--- src/rtl/ram_arb_pkg.sv ---
// Shared constants and FSM state type for the two-port RAM arbiter.
package ram_arb_pkg;

  localparam int unsigned AW_DEF = 8;
  localparam int unsigned DW_DEF = 32;
  localparam int unsigned DEPTH  = 256;

  typedef enum logic {
    ST_INIT = 1'b0,
    ST_RUN  = 1'b1
  } state_t;

  // Highest address the zero-fill visits for a given address width.
  function automatic int unsigned fill_last(input int unsigned aw);
    int unsigned span;
    span = 1 << aw;
    return (DEPTH < span) ? DEPTH - 1 : span - 1;
  endfunction

endpackage

--- src/rtl/ram_port_arbiter_if.sv ---
// Bundle of requester A/B command ports, RAM port and status for ram_port_arbiter.
interface ram_port_arbiter_if #(
  parameter int unsigned AW = 8,
  parameter int unsigned DW = 32
);
  import ram_arb_pkg::*;

  // Handshake: a command transfers in the cycle where x_valid and x_ready are
  // both 1; the requester holds valid and its command stable until then.
  // x_rvalid is a one-cycle pulse, x_rdata is only meaningful while it is high.
  logic          a_valid;
  logic          a_ready;
  logic          a_we;
  logic [AW-1:0] a_addr;
  logic [DW-1:0] a_wdata;
  logic          a_rvalid;
  logic [DW-1:0] a_rdata;

  logic          b_valid;
  logic          b_ready;
  logic          b_we;
  logic [AW-1:0] b_addr;
  logic [DW-1:0] b_wdata;
  logic          b_rvalid;
  logic [DW-1:0] b_rdata;

  logic          ram_we;
  logic [AW-1:0] ram_addr;
  logic [DW-1:0] ram_din;
  logic [DW-1:0] ram_dout;

  logic          init_done;
  state_t        dbg_state;

  modport slave (
    input  a_valid, a_we, a_addr, a_wdata,
    output a_ready, a_rvalid, a_rdata,
    input  b_valid, b_we, b_addr, b_wdata,
    output b_ready, b_rvalid, b_rdata,
    output ram_we, ram_addr, ram_din,
    input  ram_dout,
    output init_done, dbg_state
  );

  modport master (
    output a_valid, a_we, a_addr, a_wdata,
    input  a_ready, a_rvalid, a_rdata,
    output b_valid, b_we, b_addr, b_wdata,
    input  b_ready, b_rvalid, b_rdata,
    input  ram_we, ram_addr, ram_din,
    output ram_dout,
    input  init_done, dbg_state
  );

endinterface

--- src/rtl/rr_arb2.sv ---
// Two-requester round-robin arbiter: one-hot grant, pointer names the loser after each grant.
module rr_arb2 (
  input  logic       clk,
  input  logic       rst,
  input  logic [1:0] req_i,
  output logic [1:0] gnt_o,
  output logic       ptr_o
);

  logic ptr_q;
  logic ptr_d;

  // ptr_q = 0 favours requester 0 (A), 1 favours requester 1 (B).
  always_comb begin
    gnt_o = req_i;
    if (req_i == 2'b11) begin
      gnt_o = ptr_q ? 2'b10 : 2'b01;
    end
  end

  always_comb begin
    ptr_d = ptr_q;
    if (gnt_o != 2'b00) begin
      ptr_d = gnt_o[0];
    end
  end

  always_ff @(posedge clk or posedge rst) begin
    if (rst) begin
      ptr_q <= 1'b0;
    end else begin
      ptr_q <= ptr_d;
    end
  end

  assign ptr_o = ptr_q;

endmodule

--- src/rtl/ram_port_arbiter.sv ---
// Shares one single-port registered RAM between requesters A and B, with optional zero-fill.
module ram_port_arbiter
  import ram_arb_pkg::*;
#(
  parameter int unsigned AW        = AW_DEF,
  parameter int unsigned DW        = DW_DEF,
  parameter bit          INIT_ZERO = 1'b1
) (
  input logic                 clk,
  input logic                 rst,
  ram_port_arbiter_if.slave   bus
);

  localparam logic [AW-1:0] FILL_LAST = AW'(fill_last(AW));
  localparam state_t        ST_RESET  = INIT_ZERO ? ST_INIT : ST_RUN;

  state_t        state_q;
  logic [AW-1:0] fill_q;
  logic          we_q;
  logic [AW-1:0] addr_q;
  logic [DW-1:0] din_q;
  logic          rd1_vld_q;
  logic          rd1_port_q;
  logic          rd2_vld_q;
  logic          rd2_port_q;

  logic          in_init;
  logic          in_run;
  logic [1:0]    req;
  logic [1:0]    gnt;
  logic          accept;
  logic          ptr_unused;
  logic          sel_we;
  logic [AW-1:0] sel_addr;
  logic [DW-1:0] sel_wdata;

  // Gating with rst keeps every handshake and RAM strobe quiet while reset is held.
  assign in_init = (state_q == ST_INIT) && !rst;
  assign in_run  = (state_q == ST_RUN)  && !rst;

  assign req = {bus.b_valid, bus.a_valid} & {2{in_run}};

  rr_arb2 u_arb (
    .clk   (clk),
    .rst   (rst),
    .req_i (req),
    .gnt_o (gnt),
    .ptr_o (ptr_unused)
  );

  assign accept  = |gnt;
  assign bus.a_ready = gnt[0];
  assign bus.b_ready = gnt[1];

  always_comb begin
    sel_we    = bus.a_we;
    sel_addr  = bus.a_addr;
    sel_wdata = bus.a_wdata;
    if (gnt[1]) begin
      sel_we    = bus.b_we;
      sel_addr  = bus.b_addr;
      sel_wdata = bus.b_wdata;
    end
  end

  always_ff @(posedge clk or posedge rst) begin
    if (rst) begin
      state_q    <= ST_RESET;
      fill_q     <= '0;
      we_q       <= 1'b0;
      addr_q     <= '0;
      din_q      <= '0;
      rd1_vld_q  <= 1'b0;
      rd1_port_q <= 1'b0;
      rd2_vld_q  <= 1'b0;
      rd2_port_q <= 1'b0;
    end else begin
      case (state_q)
        ST_INIT: begin
          fill_q <= fill_q + AW'(1);
          if (fill_q == FILL_LAST) begin
            state_q <= ST_RUN;
          end
        end
        default: begin
          state_q <= ST_RUN;
        end
      endcase

      we_q <= accept && sel_we;
      if (accept) begin
        addr_q <= sel_addr;
        din_q  <= sel_wdata;
      end

      // Read return pipeline: issue to RAM at N+1, registered data back at N+2.
      rd1_vld_q  <= accept && !sel_we;
      rd1_port_q <= gnt[1];
      rd2_vld_q  <= rd1_vld_q;
      rd2_port_q <= rd1_port_q;
    end
  end

  assign bus.ram_we   = in_init ? 1'b1 : we_q;
  assign bus.ram_addr = in_init ? fill_q : addr_q;
  assign bus.ram_din  = in_init ? '0 : din_q;

  assign bus.a_rvalid = rd2_vld_q && !rd2_port_q;
  assign bus.b_rvalid = rd2_vld_q &&  rd2_port_q;
  assign bus.a_rdata  = bus.ram_dout;
  assign bus.b_rdata  = bus.ram_dout;

  assign bus.init_done = in_run;
  assign bus.dbg_state = state_q;

endmodule

--- src/flat_wrapper.sv ---
// flat-port wrapper written by rule: the top's interface ports become plain ports
module ram_port_arbiter_flat import ram_arb_pkg::*;
#(
  parameter int unsigned AW        = AW_DEF,
  parameter int unsigned DW        = DW_DEF,
  parameter bit          INIT_ZERO = 1'b1
)
  (clk, rst, bus_a_valid, bus_a_we, bus_a_addr, bus_a_wdata, bus_a_ready, bus_a_rvalid, bus_a_rdata, bus_b_valid, bus_b_we, bus_b_addr, bus_b_wdata, bus_b_ready, bus_b_rvalid, bus_b_rdata, bus_ram_we, bus_ram_addr, bus_ram_din, bus_ram_dout, bus_init_done, bus_dbg_state);
  ram_port_arbiter_if #(.AW(AW), .DW(DW)) bus_i ();
  input logic clk;
  input logic rst;
  input wire logic [$bits(bus_i.a_valid)-1:0] bus_a_valid;
  input wire logic [$bits(bus_i.a_we)-1:0] bus_a_we;
  input wire logic [$bits(bus_i.a_addr)-1:0] bus_a_addr;
  input wire logic [$bits(bus_i.a_wdata)-1:0] bus_a_wdata;
  output wire logic [$bits(bus_i.a_ready)-1:0] bus_a_ready;
  output wire logic [$bits(bus_i.a_rvalid)-1:0] bus_a_rvalid;
  output wire logic [$bits(bus_i.a_rdata)-1:0] bus_a_rdata;
  input wire logic [$bits(bus_i.b_valid)-1:0] bus_b_valid;
  input wire logic [$bits(bus_i.b_we)-1:0] bus_b_we;
  input wire logic [$bits(bus_i.b_addr)-1:0] bus_b_addr;
  input wire logic [$bits(bus_i.b_wdata)-1:0] bus_b_wdata;
  output wire logic [$bits(bus_i.b_ready)-1:0] bus_b_ready;
  output wire logic [$bits(bus_i.b_rvalid)-1:0] bus_b_rvalid;
  output wire logic [$bits(bus_i.b_rdata)-1:0] bus_b_rdata;
  output wire logic [$bits(bus_i.ram_we)-1:0] bus_ram_we;
  output wire logic [$bits(bus_i.ram_addr)-1:0] bus_ram_addr;
  output wire logic [$bits(bus_i.ram_din)-1:0] bus_ram_din;
  input wire logic [$bits(bus_i.ram_dout)-1:0] bus_ram_dout;
  output wire logic [$bits(bus_i.init_done)-1:0] bus_init_done;
  output wire logic [$bits(bus_i.dbg_state)-1:0] bus_dbg_state;
  assign bus_i.a_valid = bus_a_valid;
  assign bus_i.a_we = bus_a_we;
  assign bus_i.a_addr = bus_a_addr;
  assign bus_i.a_wdata = bus_a_wdata;
  assign bus_a_ready = bus_i.a_ready;
  assign bus_a_rvalid = bus_i.a_rvalid;
  assign bus_a_rdata = bus_i.a_rdata;
  assign bus_i.b_valid = bus_b_valid;
  assign bus_i.b_we = bus_b_we;
  assign bus_i.b_addr = bus_b_addr;
  assign bus_i.b_wdata = bus_b_wdata;
  assign bus_b_ready = bus_i.b_ready;
  assign bus_b_rvalid = bus_i.b_rvalid;
  assign bus_b_rdata = bus_i.b_rdata;
  assign bus_ram_we = bus_i.ram_we;
  assign bus_ram_addr = bus_i.ram_addr;
  assign bus_ram_din = bus_i.ram_din;
  assign bus_i.ram_dout = bus_ram_dout;
  assign bus_init_done = bus_i.init_done;
  assign bus_dbg_state = bus_i.dbg_state;
  ram_port_arbiter #(.AW(AW), .DW(DW), .INIT_ZERO(INIT_ZERO)) u_core (.clk(clk), .rst(rst), .bus(bus_i));
endmodule
--- config.mk ---
export PLATFORM = sky130hd
export DESIGN_NAME = ram_port_arbiter_flat
export DESIGN_NICKNAME = d
export VERILOG_FILES = /design/src/rtl/ram_arb_pkg.sv /design/src/rtl/ram_port_arbiter_if.sv /design/src/rtl/rr_arb2.sv /design/src/rtl/ram_port_arbiter.sv /design/src/flat_wrapper.sv
export SDC_FILE = /design/constraint.sdc
export NUM_CORES = 1
export LEC_CHECK = 0
export CORE_ASPECT_RATIO = 1.2
export CORE_UTILIZATION = 36
export CTS_CLUSTER_DIAMETER = 200
export CTS_CLUSTER_SIZE = 30
export DETAILED_ROUTE_END_ITERATION = 16
export PLACE_DENSITY = 0.87
export SLEW_MARGIN = 20
export SYNTH_ARGS = -nofsm -noshare
export SYNTH_HDL_FRONTEND = slang
export SYNTH_HIERARCHICAL = 1
export SYNTH_SLANG_ARGS = --single-unit
--- constraint.sdc ---
create_clock -name clk -period 2.5 [get_ports clk]
set_clock_uncertainty 0.15 [all_clocks]
set_input_delay 0.375 -clock clk [delete_from_list [all_inputs] [get_ports clk]]
set_output_delay 0.375 -clock clk [all_outputs]
set_load 0.005 [all_outputs]
After elaboration in Yosys (flattened, before gate mapping)
Index checks and enable logic that the tools add are counted.
{"block": "word_totals", "regBits": 55, "in_bits": 118, "out_inout_bits": 111, "wordCells": 36}
{"block": "op_classes", "addsub": 1, "eq_ne": 2, "muxes": 10, "bitwise_logic": 2, "n_reduce_logical": 11}
{"op": "2-to-1 mux 32 bit", "n": 2}
{"op": "2-to-1 mux 8 bit", "n": 2}
{"op": "adder 8 x 1 -> 8 bit, second input constant", "n": 1}
{"op": "== test 8 bit, second input constant", "n": 1}
{"op": "logical AND 1 bit", "n": 6}
{"op": "2-to-1 mux 1 bit", "n": 4}
{"op": "2-to-1 mux 2 bit", "n": 2}
{"op": "logical NOT 1 bit", "n": 3}
{"op": "AND 2 bit", "n": 1}
{"op": "== test 2 bit, second input constant", "n": 1}
{"op": "nonzero test 2 bit", "n": 1}
{"op": "OR reduction 2 bit", "n": 1}
{"op": "inverter 1 bit", "n": 1}

Logic depth before layout (Yosys ltp)
{"block": "logic_depth", "depth_word": 8, "ltp_mapped": 8, "mapped_depth_nobuf": 5}

Cells and area by module
Netlist, hierarchy kept.
{"mod": "ram_port_arbiter", "instances": 1, "cells_each": 330, "area_per_inst_um2": 3245.6}
{"mod": "rr_arb2", "instances": 1, "cells_each": 7, "area_per_inst_um2": 56.3}

Worst setup path before layout
Ideal clock, no wire load.
{"block": "synth_path", "kind": "reg-to-reg", "from": "register u_core.state_q (netlist: u_core/bus.dbg_state)", "to": "register u_core.addr_q[7]", "setup_time_ps": 133, "t_arrival_ps": 1779, "t_required_ps": 2217, "setup_slack_ps": 438, "path_stages_with_launch": 9, "path_buffers": 3, "period_less_slack_ps": 2062, "cell_sequence": "dfrtp_1 -> buf_6 -> nor2b_1 -> and2_1 -> a21boi_0 -> buf_2 -> buf_4 -> mux2i_1 -> o21ai_0"}
{"block": "synth_via", "elab_chain_len": 5}
{"element": "start, declared", "line": "ram_port_arbiter.sv:17", "source": "state_t state_q;"}
{"element": "start signal, assigned", "line": "ram_port_arbiter.sv:68", "source": "state_q <= ST_RESET;"}
{"element": "start signal, assigned", "line": "ram_port_arbiter.sv:82", "source": "state_q <= ST_RUN;"}
{"element": "start signal, assigned", "line": "ram_port_arbiter.sv:86", "source": "state_q <= ST_RUN;"}
{"element": "logical AND 1 bit (*)", "line": "ram_port_arbiter.sv:39", "source": "assign in_run = (state_q == ST_RUN) && !rst;"}
{"element": "named net bus_init_done", "line": "flat_wrapper.sv:30", "source": "output wire logic [$bits(bus_i.init_done)-1:0] bus_init_done;"}
{"element": "AND 2 bit (*)", "line": "ram_port_arbiter.sv:41", "source": "assign req = {bus.b_valid, bus.a_valid} & {2{in_run}};"}
{"element": "named net u_core.req[0]", "line": "ram_port_arbiter.sv:29", "source": "logic [1:0] req;"}
{"element": "== test 2 bit", "line": "rr_arb2.sv:16", "source": "if (req_i == 2'b11) begin"}
{"element": "2-to-1 mux 2 bit (*)", "line": "rr_arb2.sv:16"}
{"element": "named net bus_a_ready", "line": "flat_wrapper.sv:16", "source": "output wire logic [$bits(bus_i.a_ready)-1:0] bus_a_ready;"}
{"element": "OR reduction 2 bit (*)", "line": "ram_port_arbiter.sv:51", "source": "assign accept = |gnt;"}
{"element": "end signal, assigned", "line": "ram_port_arbiter.sv:92", "source": "addr_q <= sel_addr;"}
{"element": "end, declared", "line": "ram_port_arbiter.sv:20", "source": "logic [AW-1:0] addr_q;"}
The timed path passes the listed nets; every way through them passes the cells marked *.
A chain may end at the register's enable or synchronous reset.

Worst setup path after layout
{"block": "layout_path", "from": "register u_core.state_q (netlist: u_core/bus.dbg_state)", "to": "output bus_ram_addr[4]"}
{"block": "layout_via", "elab_chain_len": 3}
{"element": "inverter 1 bit"}
{"element": "logical AND 1 bit", "line": "ram_port_arbiter.sv:38", "source": "assign in_init = (state_q == ST_INIT) && !rst;"}
{"element": "2-to-1 mux 8 bit", "line": "ram_port_arbiter.sv:105", "source": "assign bus.ram_addr = in_init ? fill_q : addr_q;"}
{"element": "end, declared", "line": "flat_wrapper.sv:27", "source": "output wire logic [$bits(bus_i.ram_addr)-1:0] bus_ram_addr;"}
Every way passes these cells.

==> impl_metrics.json <==
{
  "crit_path_max_incr_delay_ns": 0.47,
  "nFillCells": 762,
  "status": "complete, no violations",
  "routedWlPerCell_um": 15.1,
  "dr.first_iter.drc_count": 109,
  "dpl_cell_area_um2": 4330,
  "cts-root-buf": "clkbuf_8",
  "endpoint_kind": "output pin",
  "dieArea_um2": 9560,
  "fin_ws_ns": 0.106,
  "row_count": 37,
  "avgSynthCellArea_um2": 9.80,
  "p_leak_uw": 0.00173,
  "diodes": 0,
  "num_vias": 2467,
  "setup_viol": 0,
  "finish.utilization": 0.511,
  "cts_tree": "built",
  "synth.yosys.seq_area_share": 0.417,
  "worst_pin_slew_ns": 0.692,
  "netlist_area_um2": 3300,
  "wirelength_mm": 7.93,
  "insertion_delay_ns": 0.30,
  "start_kind": "flip-flop",
  "grt_pass1_wl_mm": 12.2,
  "async_flop_share": 1.00,
  "drv_cap": 0,
  "num-nets-final": 527,
  "min_period_ns": 2.39,
  "yosys.area.top_type": "dfrtp_1",
  "area_growth_pct": 35.3,
  "synthFlopType": "dfrtp_1",
  "grt_max_degree": 85,
  "gr-total-overflow": 0,
  "design_area_um2": 4470,
  "hold_slack_ns": 0.124,
  "ys_types": 29,
  "synth_edf_count": 0,
  "antenna_left": 0,
  "post-place-ws_ns": -0.233,
  "worst_ep_required_time_ns": 1.98,
  "power_density_nw_per_um2": 377,
  "drv_slew": 0,
  "io_buffers": 132,
  "ios": 229,
  "cp.arrival_ns": 1.87,
  "gp_congestion": 0.822,
  "start_util": 0.377,
  "h-tree-depth": 2,
  "grt_usage": 0.167,
  "grt_setup_unrepaired": "no",
  "hp-class": "input port to async pin",
  "relSlewSlack": 0.539,
  "fmax_ghz": 0.418,
  "synthTopCellsByArea": "dfrtp_1 (42%), buf_4 (15%), mux2i_1 (12%), nor2b_1 (6.4%), o21ai_0 (6.2%)",
  "hold_violations": 0,
  "chipWidth_um": 89.4,
  "grt_pass1_vias": 2617,
  "synthDominantCellAreaShare": 0.417,
  "cpMaxStageDelayCell": "clkdlybuf4s50_1",
  "place_hpwl_mm": 6.14,
  "seq_area_um2": 1380,
  "path_clk_slew_ns": 0.10,
  "netlist_instances": 337,
  "cts_max_path_buffers": 2,
  "total_power_uw": 1690,
  "die_h_um": 107,
  "worstPathCellList": "nor2_4 -> buf_4 -> mux2_2 -> clkdlybuf4s50_1",
  "critPathKind": "flip-flop to output pin",
  "synth_most_common_cell": "buf_4",
  "drcViolationCount": 0,
  "worst_ir_drop_vdd_v": 0.000203,
  "multiInputGateArea_um2": 1360,
  "path_max_fanout": 6,
  "drive_above_1_share": 0.108,
  "yosys-top-cells-count": "buf_4 (68), dfrtp_1 (55), nand2_1 (44), mux2i_1 (41), o21ai_0 (41)",
  "syn-num-nets": 456,
  "dr.pass1.iters": 4,
  "cts_inserted_buffers": 5,
  "via_per_inst": 4.69,
  "core_um2": 8750,
  "cts.sinks": 55,
  "ys_ff_latch": 55,
  "synth_warnings": 6,
  "period_share": 0.958,
  "grt_antenna_before_repair": 0
}
[metal layers]
metal / global-route usage / wire length, um / share of wire
met1: 0.181 / 2980 / 0.38
met2: 0.288 / 4050 / 0.51
met5: 0 / 0 / 0
met3: 0.0362 / 518 / 0.065
met4: 0.104 / 377 / 0.048
[logic make-up (layout without fill, tap and decap cells)]
logic type / after synthesis / count (layout) / synth area share
flip-flops: 55 / 55 / 0.417
XOR/XNOR: 7 / 7 / 0.0186
adder cells (fa/ha/maj): 1 / 1 / 0.00379
AO/OA/AOI/OAI: 45 / 45 / 0.0705
buffers and inverters: 86 / 158 / 0.182
multiplexers: 50 / 50 / 0.155
AND/OR/NAND/NOR: 93 / 93 / 0.153
[flip-flops by register name, summed over array words and instances, names as in the netlist]
register              flops
u_core/u_arb/ptr_o        1
u_core/we_q               1
u_core/rd1_vld_q          1
u_core/rd2_port_q         1
u_core/rd2_vld_q          1
u_core/addr_q             8
u_core/bus.dbg_state      1
u_core/rd1_port_q         1
u_core/fill_q             8
u_core/din_q             32
[through the flow]
stage,cells,setup TNS (ns)
after floorplan,337,0
after detailed placement,517,-8.54
after global routing,526,0
final,526,0
after CTS,526,0
after global placement,517,-2.92
[cell usage in the layout, fill, tap and decap left out, types with 2 or more instances in the layout]
master and count:
nor2b_1 33, xnor2_1 4, clkdlybuf4s50_1 131, nand2_1 44, buf_12 2, and2_4 2
mux2i_1 41, nand2b_1 2, xor2_1 3, clkbuf_8 5, o21ai_0 41, mux2_2 9
buf_4 13, inv_1 2, a21boi_4 2, dfrtp_1 55, nor2_1 2
[where the power goes]
part | leakage [uW] | total (uW) | internal (uW) | switching [uW]
clock network | 0.0000587 | 598 | 304 | 294
logic | 0.000919 | 199 | 141 | 57.5
registers | 0.000754 | 889 | 889 | 0
[final cells by class]
cell class / instances / area share
inverter: 3 / 0.00252
clock buffer: 5 / 0.0154
sequential: 55 / 0.308
timing repair buffer: 147 / 0.326
tap: 117 / 0.0328
clock inverter: 3 / 0.0106
multi-input combinational: 196 / 0.304
[path summary, 6_finish.rpt]
path,from,to,slack (ns),cells past startpoint
min in group clk,u_core/rd1_port_q$_DFF_PP0_,u_core/rd2_port_q$_DFF_PP0_,0.21,0
max reg2reg,u_core/bus.dbg_state$_DFF_PP0_,u_core/din_q[4]$_DFFE_PP0P_,0.38,5
max in group asynchronous,rst,u_core/rd2_port_q$_DFF_PP0_,1.33,4
min reg2reg,u_core/rd1_port_q$_DFF_PP0_,u_core/rd2_port_q$_DFF_PP0_,0.21,0
max,u_core/bus.dbg_state$_DFF_PP0_,bus_ram_addr[4],0.11,4
min,rst,u_core/u_arb/ptr_o$_DFFE_PP0P_,0.12,3
[critical path: cells and delay by family (launching register included)]
kind / cells / cell delay, ns
buffers and inverters: 2 / 0.65
flip-flops: 1 / 0.44
multiplexers: 1 / 0.33
AND/OR/NAND/NOR: 1 / 0.15
[what timing repair did]
item | in CTS | in global routing
hold buffers | 0 | 0
endpoints found under the setup margin | 12 | 1
setup buffers | 1 | 0
pin swaps | 1 | 0
resized for setup | 4 | 1
Note: power is estimated with default switching activity, not from simulation.
